`src/rtl/pcie_datalink_pkg.sv`:
```
// pcie_datalink_pkg: shared state type, class bit positions and lowest-class helper for the DLL receive path
package pcie_datalink_pkg;
    localparam int CLS_DLLP = 0;
    localparam int CLS_TLP  = 1;
    localparam int MAX_CH   = 8;

    typedef enum logic [1:0] {IDLE, FWD, DROP, FLUSH} rx_route_state_e;

    typedef struct packed {
        logic       valid;
        logic [2:0] idx;
    } first_one_t;

    function automatic first_one_t first_one_idx(input logic [MAX_CH-1:0] user);
        first_one_t r;
        r = '0;
        for (int i = MAX_CH - 1; i >= 0; i--)
            if (user[i]) begin
                r.valid = 1'b1;
                r.idx   = 3'(i);
            end
        return r;
    endfunction
endpackage

```
`src/rtl/dllp_rx_ch_fifo.sv`:
```
// dllp_rx_ch_fifo: single-clock channel FIFO, output from registered storage, sync flush
module dllp_rx_ch_fifo #(
    parameter int WIDTH = 41,
    parameter int DEPTH = 4
) (
    input  logic             clk_i,
    input  logic             rst_ni,
    input  logic             flush,
    input  logic             wr_en,
    input  logic [WIDTH-1:0] wr_data,
    input  logic             rd_en,
    output logic [WIDTH-1:0] rd_data,
    output logic             full,
    output logic             empty
);
    localparam int AW = $clog2(DEPTH);

    logic [WIDTH-1:0] mem [DEPTH];
    logic [AW:0]      wp, rp;
    logic             rd, wr;

    assign empty   = wp == rp;
    assign rd      = rd_en && !empty;
    // a read in the same cycle frees the slot, so a full FIFO still sustains one beat per cycle
    assign full    = (wp[AW] != rp[AW]) && (wp[AW-1:0] == rp[AW-1:0]) && !rd;
    assign wr      = wr_en && !full;
    assign rd_data = mem[rp[AW-1:0]];

    always_ff @(posedge clk_i or negedge rst_ni)
        if (!rst_ni) begin
            wp <= '0;
            rp <= '0;
        end else if (flush) begin
            wp <= '0;
            rp <= '0;
        end else begin
            wp <= wp + (AW+1)'(wr);
            rp <= rp + (AW+1)'(rd);
        end

    always_ff @(posedge clk_i)
        if (wr) mem[wp[AW-1:0]] <= wr_data;
endmodule

```
`src/rtl/dllp_rx_router.sv`:
```
// dllp_rx_router: routes ingress AXIS packets to NUM_CH per-class FIFOs by lowest tuser class bit
// Statistics counters exist only when DLLP_RX_ROUTER_STATS_EN is defined; otherwise they read 0.
module dllp_rx_router
    import pcie_datalink_pkg::*;
#(
    parameter int DATA_WIDTH = 32,
    parameter int KEEP_WIDTH = DATA_WIDTH / 8,
    parameter int USER_WIDTH = 4,
    parameter int NUM_CH     = 2,
    parameter int FIFO_DEPTH = 4,
    parameter int TLP_CH     = CLS_TLP,
    parameter int CNT_WIDTH  = 16
) (
    input  logic                         clk_i,
    input  logic                         rst_ni,
    input  logic                         link_up_i,
    input  logic [DATA_WIDTH-1:0]        s_axis_tdata,
    input  logic [KEEP_WIDTH-1:0]        s_axis_tkeep,
    input  logic                         s_axis_tvalid,
    input  logic                         s_axis_tlast,
    input  logic [USER_WIDTH-1:0]        s_axis_tuser,
    output logic                         s_axis_tready,
    output logic [NUM_CH*DATA_WIDTH-1:0] m_axis_tdata,
    output logic [NUM_CH*KEEP_WIDTH-1:0] m_axis_tkeep,
    output logic [NUM_CH*USER_WIDTH-1:0] m_axis_tuser,
    output logic [NUM_CH-1:0]            m_axis_tvalid,
    output logic [NUM_CH-1:0]            m_axis_tlast,
    input  logic [NUM_CH-1:0]            m_axis_tready,
    output logic                         first_tlp_valid_o,
    output logic [NUM_CH*CNT_WIDTH-1:0]  pkt_cnt_o,
    output logic [CNT_WIDTH-1:0]         drop_cnt_o
);
    localparam int CW = $clog2(NUM_CH);
    localparam int BW = USER_WIDTH + 1 + KEEP_WIDTH + DATA_WIDTH;

    rx_route_state_e   state_q, state_d;
    logic [CW-1:0]     route_q, ch;
    logic [MAX_CH-1:0] cls;
    first_one_t        sel;
    logic [NUM_CH-1:0] full, empty;
    logic              fwd, rdy, acc, wr, pkt_done, first_q;

    always_comb begin
        cls = '0;
        cls[NUM_CH-1:0] = s_axis_tuser[NUM_CH-1:0];
    end

    assign sel      = first_one_idx(cls);
    assign ch       = (state_q == IDLE) ? CW'(sel.idx) : route_q;
    assign fwd      = link_up_i && (state_q == FWD || (state_q == IDLE && sel.valid));
    assign rdy      = !fwd || !full[ch];
    assign acc      = s_axis_tvalid && rdy;
    assign wr       = fwd && acc;
    assign pkt_done = wr && s_axis_tlast;

    assign s_axis_tready     = rdy && rst_ni;
    assign first_tlp_valid_o = first_q;

    always_comb begin
        state_d = state_q;
        case (state_q)
            IDLE:      if (acc && !s_axis_tlast) state_d = sel.valid ? FWD : DROP;
            FWD, DROP: if (acc && s_axis_tlast) state_d = IDLE;
            default:   state_d = IDLE;
        endcase
        if (!link_up_i) state_d = FLUSH;
    end

    always_ff @(posedge clk_i or negedge rst_ni)
        if (!rst_ni) begin
            state_q <= IDLE;
            route_q <= '0;
            first_q <= 1'b0;
        end else begin
            state_q <= state_d;
            route_q <= ch;
            first_q <= link_up_i && (first_q || (pkt_done && ch == CW'(TLP_CH)));
        end

    for (genvar c = 0; c < NUM_CH; c++) begin : g_ch
        logic [BW-1:0] rd_data;
        dllp_rx_ch_fifo #(.WIDTH(BW), .DEPTH(FIFO_DEPTH)) u_fifo (
            .clk_i,
            .rst_ni,
            .flush   (!link_up_i),
            .wr_en   (wr && ch == CW'(c)),
            .wr_data ({s_axis_tuser, s_axis_tlast, s_axis_tkeep, s_axis_tdata}),
            .rd_en   (m_axis_tready[c]),
            .rd_data (rd_data),
            .full    (full[c]),
            .empty   (empty[c])
        );
        assign {m_axis_tuser[c*USER_WIDTH +: USER_WIDTH], m_axis_tlast[c],
                m_axis_tkeep[c*KEEP_WIDTH +: KEEP_WIDTH], m_axis_tdata[c*DATA_WIDTH +: DATA_WIDTH]} = rd_data;
        assign m_axis_tvalid[c] = !empty[c];
    end

`ifdef DLLP_RX_ROUTER_STATS_EN
    logic [NUM_CH-1:0][CNT_WIDTH-1:0] pkt_q;
    logic [CNT_WIDTH-1:0]             drop_q;
    logic                             drop_inc;

    // a packet cut short by link-down is counted once, at the cycle the flush begins
    assign drop_inc = link_up_i ? (state_q == IDLE && !sel.valid && s_axis_tvalid) : (state_q == FWD);

    always_ff @(posedge clk_i or negedge rst_ni)
        if (!rst_ni) begin
            pkt_q  <= '0;
            drop_q <= '0;
        end else begin
            if (pkt_done && !(&pkt_q[ch])) pkt_q[ch] <= pkt_q[ch] + CNT_WIDTH'(1);
            if (drop_inc && !(&drop_q)) drop_q <= drop_q + CNT_WIDTH'(1);
        end

    assign pkt_cnt_o  = pkt_q;
    assign drop_cnt_o = drop_q;
`else
    assign pkt_cnt_o  = '0;
    assign drop_cnt_o = '0;
`endif
endmodule

```
`config.mk`:
```
export PLATFORM = sky130hd
export DESIGN_NAME = dllp_rx_router
export DESIGN_NICKNAME = d
export VERILOG_FILES = /design/src/rtl/pcie_datalink_pkg.sv /design/src/rtl/dllp_rx_ch_fifo.sv /design/src/rtl/dllp_rx_router.sv
export SDC_FILE = /design/constraint.sdc
export NUM_CORES = 1
export LEC_CHECK = 0
export CELL_PAD_IN_SITES_DETAIL_PLACEMENT = 1
export CELL_PAD_IN_SITES_GLOBAL_PLACEMENT = 2
export CORE_ASPECT_RATIO = 1.4
export CORE_MARGIN = 5
export CORE_UTILIZATION = 42
export CTS_CLUSTER_DIAMETER = 60
export DETAILED_ROUTE_END_ITERATION = 7
export PLACE_DENSITY = 0.82
export SYNTH_ARGS = -nofsm -noshare
export SYNTH_HDL_FRONTEND = slang
export SYNTH_HIERARCHICAL = 1
export SYNTH_SLANG_ARGS = --single-unit
```
`constraint.sdc`:
```
create_clock -name clk_i -period 5.38 [get_ports clk_i]
set_input_delay 0.807 -clock clk_i [delete_from_list [all_inputs] [get_ports clk_i]]
set_output_delay 0.807 -clock clk_i [all_outputs]
set_load 0.1 [all_outputs]
```
==> reports/metrics.cfg <==
[status]
status=completed

[synthesis]
syn_area_per_cell_sq_um=22.94
yosysTopAreaCell=edfxtp_1
synth_top_area_share_pct=73.89
yosysMostFrequentCell=edfxtp_1
async_flop_share_pct=4.651
yosys_warnings=6
synth_area_leaders=edfxtp_1 74%, mux4_2 14%, dfrtp_1 3.0%, buf_4 2.8%, ha_1 0.94%
syn_area_sq_um=13330
ys_ff_latch=344
ys_seq_area_share_pct=76.90
synth-main-ff-cell=edfxtp_1
synth_enable_flop_cells=328
synth.distinct_cells=41
synth_commonest_cells=328 x edfxtp_1, 80 x mux4_2, 49 x buf_4
synthCells=581

[layout]
syn2layout_area_growth_pct=20.74
final_nets=797
drive_above_1_share_pct=20.65

[setup_path]
cp_data_required_time_ns=4.57
path_class=input port to output port
rrSetupSlack_ns=2.12
reg2regPathDepth=8
worstSetupEndpoint=s_axis_tready
startpoint_type=input port
crit_start=s_axis_tuser[1]
critPathCaptureType=output port
r2r-end=g_ch[1].u_fifo/mem[1][39]
r2r_start=state_q[0]
critPathMaxFanout=11
cp.arrival_ns=3.35

[clock_tree]
htreeDepth=2
post_cts_buffers=0
cts_tree=done
ctsLongestPathBuffers=3
clock_latency_ns=0.51
cts_resized=0
clock_sinks=344
cts_hold_buf=0
cts_made_buffers=34
clkTransAtPathRegs_ns=0.06
clock-root-buffer=clkbuf_16

[timing]
maxSlewViolCount=0
finalSetupViolations=0
finClkSkew_ns=0.01393
fmax_ghz=0.2408
min_period_ns=4.152
rsz0062_at_grt=no
max_slew_margin_pct=32.81
finalHoldViolCount=0
worst_pin_slew_ns=1.005
fin_crit_sh_pct=77.18
setup_tns_ns=0
setup_slack_ns=1.228

[power_and_ir_drop]
power_frac_seq_pct=43.9
switching_share_pct=30.73
ir_drop_uv=254.4
p_sw_w=0.002119
power_density_nw_per_um2=428.5
pwr-share-comb_pct=21.8
power_leakage_nw=5.191
intPower_w=0.004777
clockPowerShare_pct=34.2
total_power_w=0.006896

[floorplanning]
num_rows=77
initial_core_util_pct=42.31
die_y_microns=220.8
core_sq_um=31500
io_pins=181
die_area_sq_um=35450
die_width_microns=160.6

[drt]
ant_nets=0
drc_errors=0
drtIter0Drc=302
firstDrtPassIters=4
wl_per_cell_microns=24.21
vias_per_cell=5.238
drt_wl_total_mm=28.11
route.vias.total=6081

[worst_hold_path]
hold_path.class=flop to flop

[grt]
grt_first_pass_wirelength_mm=42.32
grt_use_total_pct=15.89
overflow=0
grt_pass1_vias=6731
antenna_found_initial=2
grt_max_degree=44

[placement]
dpl.hpwl_mm=17.14
io_buffers=132
place_ws_ns=1.208
gp_congestion=0.7526

[flow_run]
cap_violations=0

## worst max-delay path: stages
cell	delay [ns]
clkdlybuf4s50_1	0.60
o21a_1	0.30
o21ai_0	0.22
a21oi_2	0.08
and2b_2	0.21
clkdlybuf4s50_1	1.12
## area by class of cell
class,instances,area [sq um]
clock inverter,15,153.9
antenna,1,2.502
multi-input combinational,209,2769
timing repair buffer,145,1431
sequential,344,10260
inverter,6,22.52
tap,395,494.2
clock buffer,46,959.7
fill,2785,15410
## how the worst min path moves through the flow
| stage | from | end | slack (ns) | cells after the start |
|---|---|---|---|---|
| 2_1_floorplan | route_q | route_q | 0.50 | 2 |
| 3_3_place_gp | first_tlp_valid_o | first_tlp_valid_o | 0.50 | 2 |
| 3_5_place_dp | first_tlp_valid_o | first_tlp_valid_o | 0.51 | 2 |
| 4_1_cts | first_tlp_valid_o | first_tlp_valid_o | 0.54 | 2 |
| 5_1_grt | first_tlp_valid_o | first_tlp_valid_o | 0.57 | 2 |
| 6_report | first_tlp_valid_o | first_tlp_valid_o | 0.53 | 2 |
## state kept, by name, summed over array words and instances (netlist names)
register,count
g_ch.u_fifo/mem,328
g_ch.u_fifo/rp,6
g_ch.u_fifo/wp,6
state_q,2
first_tlp_valid_o,1
route_q,1
## power groups by stage
stage	clock, W	combinational (W)	sequential [W]
2_1_floorplan	0	0.00122	0.00308
3_3_place_gp	0	0.00150	0.00308
3_5_place_dp	0	0.00152	0.00309
4_1_cts	0.00242	0.00152	0.00303
5_1_grt	0.00255	0.00156	0.00303
6_report	0.00236	0.00151	0.00303
## cells in the final DEF, fill, tap and decap left out, types with 2 or more instances in the layout
| cell type | count |
|---|---|
| a21oi_1 | 2 |
| a41oi_4 | 4 |
| buf_4 | 12 |
| bufinv_16 | 3 |
| clkbuf_1 | 9 |
| clkbuf_16 | 37 |
| clkdlybuf4s50_1 | 132 |
| clkinv_1 | 4 |
| clkinv_2 | 5 |
| clkinvlp_4 | 2 |
| conb_1 | 48 |
| dfrtp_1 | 12 |
| dfrtp_2 | 2 |
| dfrtp_4 | 2 |
| edfxtp_1 | 328 |
| ha_1 | 10 |
| inv_1 | 6 |
| mux2i_1 | 3 |
| mux4_1 | 2 |
| mux4_2 | 80 |
| nand2_1 | 4 |
| nand3_1 | 2 |
| nand3b_1 | 3 |
| nor2_1 | 7 |
| nor2b_1 | 10 |
| nor3_1 | 2 |
| xnor2_1 | 9 |
| xor2_1 | 4 |
## layer usage
layer	global-route usage, %	part of all wire, %
met1	18.44	37
met2	29.86	56
met3	2.851	4.4
met4	5.108	2.6
met5	0	0.046
## stage by stage
stage	instances	utilization, %	hold WS (ns)	area, sq um
2_1_floorplan	628	-	0.4963	13510
3_3_place_gp	1099	47.54	0.4975	14980
3_5_place_dp	1099	47.54	0.5123	14980
4_1_cts	1160	51.07	0.5402	16090
5_1_grt	1161	51.08	0.5746	16090
6_report	1161	51.08	0.5305	16090
## cell families (layout without fill, tap and decap cells)
kind of cell | count (synthesis) | in the layout | share of synthesized area, %
other | 1 | 49 | 0.02813
AOI/OAI and AO/OA | 14 | 14 | 0.8730
xor gates and xnor gates | 13 | 13 | 0.8542
buffers and inverters | 75 | 212 | 4.412
and+or+nand+nor | 39 | 39 | 1.859
muxes | 85 | 85 | 14.14
adders and majority gates | 10 | 10 | 0.9387
DFF | 344 | 344 | 76.90
No activity file was read; power rests on OpenSTA's default activity.
